--- src/rtl/alu_operand_loader.sv ---
// alu_operand_loader: serial operand front end for the 8-bit ALU.
// Synchronises the ld_stb pin, captures A, B and the 2-bit opcode from ui_in
// on successive strobe rises, issues the operation, then registers the result.
// A watchdog drops a half-loaded operation if the host stops strobing.
module alu_operand_loader #(
  parameter int unsigned SYNC_STAGES = 2,
  parameter int unsigned TIMEOUT_W   = 16
) (
  input  logic       clk,
  input  logic       rst_n,
  input  logic       ena,
  input  logic [7:0] ui_in,
  input  logic       ld_stb,
  input  logic [7:0] alu_result,
  output logic [7:0] a_out,
  output logic [7:0] b_out,
  output logic [1:0] op_out,
  output logic       issue,
  output logic [7:0] result_out,
  output logic       result_valid,
  output logic       busy,
  output logic       timeout,
  output logic [2:0] state_out
);

  typedef enum logic [2:0] {
    S_LOAD_A  = 3'd0,
    S_LOAD_B  = 3'd1,
    S_LOAD_OP = 3'd2,
    S_ISSUE   = 3'd3,
    S_CAPTURE = 3'd4
  } state_t;

  state_t                         state_q, state_d;
  logic [SYNC_STAGES-1:0]         sync_q;
  logic                           prev_q;
  logic [SYNC_STAGES-1:0][7:0]    ui_pipe_q;
  logic [7:0]                     a_q, a_d;
  logic [7:0]                     b_q, b_d;
  logic [1:0]                     op_q, op_d;
  logic [7:0]                     res_q, res_d;
  logic                           rv_q, rv_d;
  logic [TIMEOUT_W-1:0]           wd_q, wd_d;
  logic                           tmo;

  logic       sync_out;
  logic       stb_rise;
  logic [7:0] ui_d;
  logic       wd_term;
  logic       in_load_bo;

  assign sync_out   = sync_q[SYNC_STAGES-1];
  assign stb_rise   = sync_out & ~prev_q;
  // Delayed by the same depth as the strobe, so ui_d is the bus value seen
  // on the edge that first sampled the strobe high.
  assign ui_d       = ui_pipe_q[SYNC_STAGES-1];
  assign wd_term    = (wd_q == '1);
  assign in_load_bo = (state_q == S_LOAD_B) || (state_q == S_LOAD_OP);

  // Strobe synchroniser, edge-detect history and matching data pipeline;
  // these run regardless of ena so a disabled-time edge is consumed.
  always_ff @(posedge clk or negedge rst_n) begin
    if (!rst_n) begin
      sync_q    <= '0;
      prev_q    <= 1'b0;
      ui_pipe_q <= '0;
    end else begin
      sync_q    <= {sync_q[SYNC_STAGES-2:0], ld_stb};
      prev_q    <= sync_out;
      ui_pipe_q <= {ui_pipe_q[SYNC_STAGES-2:0], ui_in};
    end
  end

  // Next-state, capture and watchdog logic.
  always_comb begin
    state_d = state_q;
    a_d     = a_q;
    b_d     = b_q;
    op_d    = op_q;
    res_d   = res_q;
    rv_d    = rv_q;
    tmo     = 1'b0;
    if (ena) begin
      case (state_q)
        S_LOAD_A: begin
          if (stb_rise) begin
            a_d     = ui_d;
            rv_d    = 1'b0;
            state_d = S_LOAD_B;
          end
        end
        S_LOAD_B: begin
          if (stb_rise) begin
            b_d     = ui_d;
            state_d = S_LOAD_OP;
          end else if (wd_term) begin
            tmo     = 1'b1;
            state_d = S_LOAD_A;
          end
        end
        S_LOAD_OP: begin
          if (stb_rise) begin
            op_d    = ui_d[1:0];
            state_d = S_ISSUE;
          end else if (wd_term) begin
            tmo     = 1'b1;
            state_d = S_LOAD_A;
          end
        end
        S_ISSUE: begin
          state_d = S_CAPTURE;
        end
        S_CAPTURE: begin
          res_d   = alu_result;
          rv_d    = 1'b1;
          state_d = S_LOAD_A;
        end
        default: begin
          state_d = S_LOAD_A;
        end
      endcase
    end

    wd_d = wd_q;
    if (ena) begin
      if (stb_rise || (state_d != state_q) || !in_load_bo) begin
        wd_d = '0;
      end else begin
        wd_d = wd_q + 1'b1;
      end
    end
  end

  // State, operand, result and watchdog registers.
  always_ff @(posedge clk or negedge rst_n) begin
    if (!rst_n) begin
      state_q <= S_LOAD_A;
      a_q     <= '0;
      b_q     <= '0;
      op_q    <= '0;
      res_q   <= '0;
      rv_q    <= 1'b0;
      wd_q    <= '0;
    end else begin
      state_q <= state_d;
      a_q     <= a_d;
      b_q     <= b_d;
      op_q    <= op_d;
      res_q   <= res_d;
      rv_q    <= rv_d;
      wd_q    <= wd_d;
    end
  end

  assign a_out        = a_q;
  assign b_out        = b_q;
  assign op_out       = op_q;
  assign result_out   = res_q;
  assign result_valid = rv_q;
  assign issue        = ena && (state_q == S_ISSUE);
  assign timeout      = tmo;
  assign busy         = (state_q == S_LOAD_B) || (state_q == S_LOAD_OP) ||
                        (state_q == S_ISSUE)  || (state_q == S_CAPTURE);
  assign state_out    = state_q;

endmodule
--- config.mk ---
export PLATFORM = sky130hd
export DESIGN_NAME = alu_operand_loader
export DESIGN_NICKNAME = d
export VERILOG_FILES = /design/src/rtl/alu_operand_loader.sv
export SDC_FILE = /design/constraint.sdc
export NUM_CORES = 1
export LEC_CHECK = 0
export CORE_ASPECT_RATIO = 0.75
export CORE_MARGIN = 2
export CORE_UTILIZATION = 54
export DETAILED_ROUTE_END_ITERATION = 7
export PLACE_DENSITY = 0.83
export SYNTH_ARGS = -nofsm -noshare
export SYNTH_HDL_FRONTEND = slang
export SYNTH_SLANG_ARGS = --single-unit
--- constraint.sdc ---
create_clock -name clk -period 2.7 [get_ports clk]
set_input_delay 0.54 -clock clk [delete_from_list [all_inputs] [get_ports clk]]
set_output_delay 0.54 -clock clk [all_outputs]
set_load 0.01 [all_outputs]
==> metrics, run 1 <==
status completed; Switching Power 952 µW; Final nets 293; CP Data Required Time 2.16 ns; Synth Flop Type dfrtp_1; Final HPWL DP 3.37 mm; Worst-Skew Late Latency 0.34 ns; Worst-Margin Slew 0.706 ns; Fin. Hold Viols 0; Die X 84.0 µm; Metal-1 WL 2.26 mm; cell seen most often among critical-path stages clkdlybuf4s50_1; Critical Path AT 2.02 ns; boundary pin count 53; GRT Total Usage 20.8%; DRC viols 0; VDD IR max 0.528 mV; synthesized-area fraction occupied by adder cells 0.483%; fmax 391 MHz; Routed WL 4.91 mm; post-synth cell types 38; met2 WL 2.22 mm; Clock Path Buffers 2; TritonCTS clock tree yes; via count of the first global-routing pass 1,787; Compound-Gate Fraction of Synth Area 4.74%; CP top delay family buffers and inverters; initial core utilization 57.0%; Final Setup Violations 0; largest family of logic cells by synthesized area simple AND/OR/NAND/NOR gates; final core occ 76.6%; worst-path cell chain clkdlybuf4s50_1, nand2_1, nor3_1, clkdlybuf4s50_1; Worst-path clk slew 0.07 ns; antenna violations before repair 0; Sw Share between 20 and 30%; Final ANT Viol Nets 0; clock power share 25.5%; EDFF count, synth 0; Crit. End Element primary output; Max stage delay on crit path around 0.60 ns; global-route wire length before repair 8.42 mm; sequential area share after synthesis 62.8%; Async SR Flop Fraction 100%; DIE HEIGHT between 60 and 70 µm; DR WL/cell 14.7 µm; fill cell count around 280; r2r startpoint wd_q[11]$_DFFE_PN0P_; Critical R2R Capture wd_q[11]$_DFFE_PN0P_; xor-xnor portion of the synthesized cell area 3.72%; Flop pwr share 41.6%; layout cells sized above 1 about a quarter; # diodes 0; sum of buffers and inverters on the critical path 2; CTS HTree Levels 3; RSZ-0062 raised after global routing false; DR vias 1,790; Comb power frac 32.9%; relative slew slack 52.9%; Crit Path Max Fanout 2; met3 wire length 352 µm; CORE AREA 0.00455 mm²; global route overflow 0; Max Cap Viol 0; Hold Path Class in2async; clock skew 0.00703 ns; Synth Net Count 219; Cell Area, Synth 0.00259 mm²; Ys Warns 0; mean post-synth cell area 13.1 µm²; DR vias/cell 5.36; R2R Setup Slk approximately 0.67 ns; max-slew violations 0; pre-CTS setup slack 0.159 ns; FF-to-FF path depth 5; top sig layer met4; total clock buffers created by CTS 9; drt pass-1 iters 4; RePlAce Congestion around 0.84; Setup WS post-layout around 0.14 ns; Synth Instances 198; PortBufs 52; Tcrit/Tclk final 94.8%; Fin Setup TNS 0 ns; Slowest cell on crit path clkdlybuf4s50_1; Iter 0 DRT Violations 63; Setup Crit Path Kind in2out; multiplexer area fraction after synthesis 11.3%; PD cells 920 mW/mm²; Area growth, synth to finish 34.6%; post-layout min period 2.56 ns; largest net degree at the start of global routing 35; Leak Pwr 0.00149 µW; total die area between 0.005 and 0.006 mm²; P_int about 2300 µW; Synth Register Bits 65; type of origin of the critical path input port; Sink Count between 60 and 70; clock root cell clkbuf_8; Synth Area in Simple Gates 14.1%; # rows 21
worst max-delay path by stage:
stage	start	depth (start not counted)	slack, ns	end
final	ena	4	0.14	issue
after floorplan	wd_q[0]$_DFFE_PN0P_	5	0.75	timeout
after global placement	ena	4	0.18	issue
after global routing	ena	4	0.11	issue
after detailed placement	ena	4	0.16	issue
after CTS	ena	4	0.16	issue
cell usage after synthesis, types with 3 or more instances:
| master | number | area (µm²) |
|---|---|---|
| xnor2_1 | 11 | 96.3 |
| nand3_1 | 6 | 30.0 |
| nand4_1 | 5 | 31.3 |
| inv_1 | 9 | 33.8 |
| dfrtp_1 | 65 | 1630 |
| or4_1 | 3 | 22.5 |
| or3_1 | 3 | 18.8 |
| nand2_1 | 9 | 33.8 |
| nor2_1 | 13 | 48.8 |
| mux2_2 | 25 | 282 |
| o21ai_0 | 6 | 30.0 |
| a21oi_1 | 3 | 15.0 |
| nor3_1 | 5 | 25.0 |
| nor4_1 | 3 | 18.8 |
| buf_2 | 3 | 15.0 |
| nand2b_1 | 4 | 25.0 |
power groups by stage:
stage          clock network (µW)  logic [µW]  registers, µW
2_1_floorplan                   0         392           1430
5_1_grt                       898        1130           1370
3_5_place_dp                    0        1030           1360
6_report                      818        1050           1330
3_3_place_gp                    0        1010           1350
4_1_cts                       844        1070           1340
placed cells by master, fill, tap and decap left out, drive strengths merged, types with 2 or more instances in the layout:
cell,n
buf,18
clkinv,3
xnor2,11
o31ai,2
or3,3
nand3,6
or2,2
clkdlybuf4s50,50
clkbuf,9
nand2b,4
inv,12
o21ai,6
nand4,7
a21oi,4
dfrtp,65
mux2,26
nor4,5
nor2,14
or4,3
nor3,6
nand2,9
layer usage:
metal | vias to the layer above | global-route usage [%]
li1 | 849 | -
met1 | 863 | 26.6
met2 | 69 | 31.7
met3 | 9 | 7.88
met4 | 0 | 9.88
met5 | - | 0
per-stage QoR:
stage | power, µW | std cells | instance area, µm² | hold slack (ns)
after floorplan | 1820 | 198 | 2590 | 0.244
after global placement | 2360 | 310 | 3220 | 0.332
after CTS | 3250 | 334 | 3480 | 0.247
final | 3210 | 334 | 3480 | 0.243
after global routing | 3400 | 334 | 3480 | 0.278
after detailed placement | 2390 | 310 | 3220 | 0.335
flip-flops by register name (all words and copies together), names as in the netlist:
| name | cells |
|---|---|
| ui_pipe_q | 8 |
| op_out | 2 |
| sync_q | 2 |
| state_out | 3 |
| a_out | 8 |
| prev_q | 1 |
| result_valid | 1 |
| ui_d | 8 |
| wd_q | 16 |
| b_out | 8 |
| result_out | 8 |
final cells by class:
class	count	area (µm²)	area share [%]
Clock buffer	9	124	3.56
Clock inverter	7	77.6	2.23
Inverter	10	37.5	1.08
Multi-Input combinational cell	117	892	25.6
Sequential cell	65	1630	46.7
Tap cell	57	71.3	2.05
Timing Repair Buffer	69	654	18.8
timing repair:
action                     in CTS  in global routing
setup endpoints to repair       1                  0
hold buffers                    0                  0
gates resized for setup         2                  0
buffers inserted                8                  0
kinds of logic (layout without fill, tap and decap cells):
logic type,Yosys count,after routing
flip-flops,65,65
AND/OR/NAND/NOR,60,60
adder cells (fa/ha/maj),1,1
XOR/XNOR,11,11
AO/OA/AOI/OAI,19,19
buffers and inverters,16,95
multiplexers,26,26
(Power assumes the default switching activity.)
==> run 2, diff against run 1 <==
--- a/config.mk
+++ b/config.mk
@@ -5,11 +5,13 @@
 export SDC_FILE = /design/constraint.sdc
 export NUM_CORES = 1
 export LEC_CHECK = 0
+export CELL_PAD_IN_SITES_DETAIL_PLACEMENT = 1
+export CELL_PAD_IN_SITES_GLOBAL_PLACEMENT = 1
 export CORE_ASPECT_RATIO = 0.75
 export CORE_MARGIN = 2
-export CORE_UTILIZATION = 54
+export CORE_UTILIZATION = 44
 export DETAILED_ROUTE_END_ITERATION = 7
-export PLACE_DENSITY = 0.83
+export PLACE_DENSITY_LB_ADDON = 0.1
 export SYNTH_ARGS = -nofsm -noshare
 export SYNTH_HDL_FRONTEND = slang
 export SYNTH_SLANG_ARGS = --single-unit
==> run 2 against run 1 <==
Combinational power hardly changed. Cell count rose by 5.7%. Critical path depth did not move. Setup slack improved by 0.048 ns. First-iteration DRC count rose by 37%. Global-route usage is 1.3 points lower. Clock skew rose by 0.0030 ns. Critical path type unchanged. Largest power group unchanged.
==> metrics, run 2 (synthesis gave the netlist of run 1 again) <==
max FFs per register 16 (unchanged); Iter 0 DRT Violations 86 (+37%); DRC viols 0 (unchanged); Max Cap Viol 0 (unchanged); commonest non-fill, non-tap cell in the layout dfrtp_1; Final ANT Viol Nets 0 (unchanged); DIE HEIGHT 70.4 µm (+10%); Sink Count 65 (unchanged); Flop pwr share 41.6% (about the same); Worst-path clk slew 0.08 ns (about the same); Fin. Hold Viols 0 (unchanged); Hold Path Depth 0; global route overflow 0 (unchanged); Setup Crit Path Kind in2out; fmax 398 MHz (+1.9%); CP Data Required Time 2.16 ns (about the same); drt pass-1 iters 4 (unchanged); post-layout min period 2.51 ns (-0.0480 ns); cell seen most often among critical-path stages clkdlybuf4s50_1; clock root cell clkbuf_8; RePlAce Congestion 0.811 (-3.8%); largest net degree at the start of global routing 66 (+89%); Hold Path Class reg2reg; CORE AREA 0.00574 mm² (+26%); PD cells 925 mW/mm² (+0.54%); Max stage delay on crit path 0.60 ns (about the same); Comb power frac 32.9% (about the same); VDD IR max 0.515 mV (-2.4%); FF-to-FF path depth 5 (unchanged); DR vias/cell 5.07 (-5.3%); relative slew slack 46.8% (-6.1 points); max-slew violations 0 (unchanged); Crit Path Max Fanout 2 (unchanged); top sig layer met4; # diodes 0 (unchanged); CTS HTree Levels 3 (unchanged); Slowest cell on crit path clkdlybuf4s50_1; worst-path cell chain clkdlybuf4s50_1, nand2_1, nor3_1, clkdlybuf4s50_1; Clock Path Buffers 2 (unchanged); Most flops, register wd_q; RSZ-0062 raised after global routing false; layout cells sized above 1 25.1% (-0.18 points); Fin Setup TNS 0 ns (unchanged); met3 wire length 249 µm (-29%); via count of the first global-routing pass 1,931 (+8.1%); Finished Cell Area 0.00349 mm² (+0.14%); Worst-Skew Late Latency 0.34 ns (about the same); Routed WL 5.65 mm (+15%); antenna violations before repair 0 (unchanged); PortBufs 52 (unchanged); DR WL/cell 16.0 µm (+8.9%); P_int 2250 µW (-0.26%); clock skew 0.00999 ns (+0.00296 ns); type of origin of the critical path input port; initial core utilization 45.1% (-12 points); total clock buffers created by CTS 9 (unchanged); Final nets 291 (-0.68%); Area growth, synth to finish 34.8%; most frequent cells in the layout dfrtp_1, clkdlybuf4s50_1, mux2_2, buf_4, nor2_1; met2 WL 2.70 mm (+22%); Tcrit/Tclk final 93.1% (-1.8 points); # rows 24 (+14%); hold bufs inserted after CTS 0 (unchanged); status completed; total die area 0.00652 mm² (+21%); DR vias 1,791 (+0.056%); GRT Total Usage 19.5% (-1.3 points); boundary pin count 53 (unchanged); TritonCTS clock tree yes; Final HPWL DP 3.95 mm (+17%); Leak Pwr 0.00149 µW (-0.34%); Sw Share 30.4% (+0.66 points); Metal-1 WL 2.64 mm (+17%); Crit. End Element primary output; Critical Path AT 1.97 ns (-0.05 ns); Switching Power 980 µW (+2.9%); Worst-Margin Slew 0.798 ns (+0.0920 ns); Die X 92.6 µm (+10%); WHS 0.352 ns (+0.109 ns); global-route wire length before repair 9.53 mm (+13%); placed cell areas 0.00325 mm² (+0.89%); Final Setup Violations 0 (unchanged); clock power share 25.6% (about the same)
[run 2: final timing paths]
kind	start	endpoint	slack (ns)
min in group asynchronous	rst_n	b_out[6]$_DFFE_PN0P_	0.36
hold / removal	ui_pipe_q[2]$_DFF_PN0_	ui_d[2]$_DFF_PN0_	0.35
hold reg to reg	ui_pipe_q[2]$_DFF_PN0_	ui_d[2]$_DFF_PN0_	0.35
max in group asynchronous	rst_n	wd_q[2]$_DFFE_PN0P_	1.81
setup reg to reg	wd_q[11]$_DFFE_PN0P_	wd_q[12]$_DFFE_PN0P_	0.61
setup / recovery	ena	issue	0.19
[run 2: routing by layer]
layer  vias to the layer above  GRT usage (%)
met5                         -              0
met4                         0           6.80
met3                         7           6.80
met2                        41           30.0
met1                       908           25.9
li1                        835              -
[run 2: critical path, delay by kind of cell]
kind / cells / cell delay [ns]
buffers and inverters: 2 / 1.09
and+or+nand+nor: 2 / 0.35
[run 2: power by group through the flow]
stage                     combinational, µW  sequential [µW]  clock [µW]
after global routing                   1150             1380         897
after detailed placement               1030             1370           0
after floorplan                         392             1430           0
after global placement                 1010             1360           0
final                                  1060             1340         825
after CTS                              1070             1350         851
[run 2: area by class of cell]
class,instances,area (µm²)
well taps,78,97.6
multi-input cells,117,896
clock inverters,7,76.3
fillers,572,2250
inverters,10,37.5
flip-flops and latches,65,1630
clock buffers,9,124
repair buffers,67,631
[run 2: metrics by stage]
step                      instances  power (µW)  util (%)  worst slack, ns
after detailed placement        333        2400      56.7            0.166
after global placement          333        2370      56.7            0.157
after CTS                       353        3270      60.8         0.000983
final                           353        3230      60.8            0.187
after floorplan                 198        1820         -            0.752
after global routing            353        3420      60.8            0.106
[run 2: what timing repair did]
action	CTS	global route
endpoints found under the setup margin	1	1
gates resized for setup	2	1
buffers inserted	4	0
hold endpoints to repair	0	0
==> run 3, diff against run 2 <==
--- a/config.mk
+++ b/config.mk
@@ -8,7 +8,6 @@
 export CELL_PAD_IN_SITES_DETAIL_PLACEMENT = 1
 export CELL_PAD_IN_SITES_GLOBAL_PLACEMENT = 1
 export CORE_ASPECT_RATIO = 0.75
-export CORE_MARGIN = 2
 export CORE_UTILIZATION = 44
 export DETAILED_ROUTE_END_ITERATION = 7
 export PLACE_DENSITY_LB_ADDON = 0.1
==> run 3 against run 2 <==
Combinational power is essentially flat. Sequential cell count is the same. Fmax fell by 0.61%. Core utilization is 3.0 points higher. Hold slack worse by 0.10 ns. Clock power is 2% higher. Final area grew 0.61%. Sequential power about the same. Setup slack lost 0.015 ns. First-iteration DRC count grew 21%. Die area shrank 4.9%. Critical path type unchanged. Critical endpoint unchanged. Highest routed layer unchanged.
==> metrics, run 3 (synthesis gave the netlist of run 1 again) <==
layout cells sized above 1 25.8% (+0.73 points); RePlAce Congestion 0.764 (-5.7%); Sink Count 65 (unchanged); # rows 23 (-4.2%); Sequential Area 0.00163 mm² (about the same); RSZ-0062 raised after global routing false; Setup Crit Path Kind in2out; max FFs per register 16 (unchanged); Worst-Skew Late Latency 0.34 ns (about the same); Final nets 291 (unchanged); worst-path cell chain clkdlybuf4s50_1, nand2_1, nor3_1, clkdlybuf4s50_1; Routed WL 6.16 mm (+9.0%); Final HPWL DP 4.17 mm (+5.5%); PortBufs 52 (unchanged); Fin Setup TNS 0 ns (unchanged); Leak Pwr 0.00149 µW (+0.42%); Iter 0 DRT Violations 104 (+21%); fill cell count 562 (-1.7%); Multi-input gate area 907 µm² (+1.3%); DR vias/cell 5.14 (+1.3%); commonest non-fill, non-tap cell in the layout dfrtp_1; Final ANT Viol Nets 0 (unchanged); Area growth, synth to finish 35.6%; Critical R2R Capture wd_q[5]$_DFFE_PN0P_; Crit Path Max Fanout 2 (unchanged); total die area 0.00620 mm² (-4.9%); post-layout min period 2.53 ns (+0.0153 ns); type of origin of the critical path input port; sum of buffers and inverters on the critical path 2 (unchanged); Critical Path AT 1.99 ns (+0.02 ns); cell seen most often among critical-path stages clkdlybuf4s50_1; antenna violations before repair 0 (unchanged); TritonCTS clock tree yes; DR WL/cell 17.6 µm (+10%); placed cell areas 0.00326 mm² (+0.27%); Most flops, register wd_q; CORE AREA 0.00550 mm² (-4.2%); VDD IR max 0.442 mV (-14%); Crit. End Element primary output; relative slew slack 52.7% (+6.0 points); via count of the first global-routing pass 1,944 (+0.67%); boundary pin count 53 (unchanged); Crit path depth 4 (unchanged); # diodes 0 (unchanged); Fin. Hold Viols 0 (unchanged); PD cells 929 mW/mm² (+0.47%); clock skew 0.00998 ns (-0.0000177 ns); global route overflow 0 (unchanged); total clock buffers created by CTS 9 (unchanged); most frequent cells in the layout dfrtp_1, clkdlybuf4s50_1, mux2_2, buf_4, nor2_1; CTS HTree Levels 3 (unchanged); Worst-Margin Slew 0.709 ns (-0.0894 ns); max-slew violations 0 (unchanged); Die X 90.6 µm (-2.2%); Clock Path Buffers 2 (unchanged); initial core utilization 47.1% (+2.0 points); Slowest cell on crit path clkdlybuf4s50_1; CP top delay family buffers and inverters; Max Cap Viol 0 (unchanged); Hold Path Class in2async; drt pass-1 iters 4 (unchanged); status completed; DRC viols 0 (unchanged); Final Setup Violations 0 (unchanged); Max stage delay on crit path 0.60 ns (about the same); CP Data Required Time 2.16 ns (about the same); hold bufs inserted after CTS 0 (unchanged); DIE HEIGHT 68.4 µm (-2.8%); fmax 396 MHz (-0.61%); Tcrit/Tclk final 93.6% (+0.57 points); placed cell count 330 (-0.90%); Finished Cell Area 0.00351 mm² (+0.61%); GRT Total Usage 22.4% (+2.9 points); DR vias 1,799 (+0.45%); global-route wire length before repair 10.1 mm (+5.7%); FF-to-FF path depth 5 (unchanged); Worst-path clk slew 0.08 ns (about the same); final std cells w/o fill 350 (-0.85%); R2R Setup Slk 0.63 ns (+0.02 ns); r2r startpoint wd_q[10]$_DFFE_PN0P_; largest net degree at the start of global routing 38 (-42%); clock root cell clkbuf_8
## run 3: cell types whose count changed in the layout (fill, tap and decap cells not counted), sizes merged
cell,delta
inv,-2
clkinv,+3
dlygate4sd2,+1
clkinvlp,-2
clkbuf,+1
dlymetal6s2s,-1
## run 3: through the flow
stage / total power [µW] / setup WS, ns / hold slack (ns) / utilization, %
floorplan: 1820 / 0.752 / 0.244 / -
global placement: 2370 / 0.156 / 0.332 / 59.3
detailed placement: 2420 / 0.165 / 0.336 / 59.3
CTS: 3300 / 0.163 / 0.253 / 63.9
global route: 3430 / 0.0604 / 0.287 / 63.9
finish: 3260 / 0.172 / 0.251 / 63.9
## run 3: worst max-delay path by stage
stage	start	endpoint	slack [ns]
4_1_cts	ena	issue	0.16
2_1_floorplan	wd_q[0]$_DFFE_PN0P_	timeout	0.75
3_3_place_gp	ena	issue	0.16
3_5_place_dp	ena	issue	0.17
5_1_grt	ena	issue	0.06
6_report	ena	issue	0.17
## run 3: layout make-up
type                    instances  area share [%]
inverters                      10            1.07
multi-input cells             117            25.8
repair buffers                 67            18.2
clock buffers                  10            3.92
flip-flops and latches         65            46.4
well taps                      75            2.67
clock inverters                 6            1.89
## run 3: routing by layer
| metal | global-route usage [%] | vias to the layer above | part of all wire (%) |
|---|---|---|---|
| met4 | 8.47 | 0 | 0.89 |
| met5 | 0 | - | 0 |
| met1 | 28.1 | 909 | 45 |
| met3 | 6.78 | 5 | 4.9 |
| met2 | 37.2 | 47 | 50 |
| li1 | - | 838 | - |
## run 3: power breakdown
part           internal (µW)  total [µW]  switching (µW)
Sequential              1200        1340             136
Combinational            617        1080             464
Clock                    455         841             387
## run 3: repair_timing
item	CTS	global route
resized for setup	6	0
setup endpoints to repair	1	0
buffers inserted	4	0
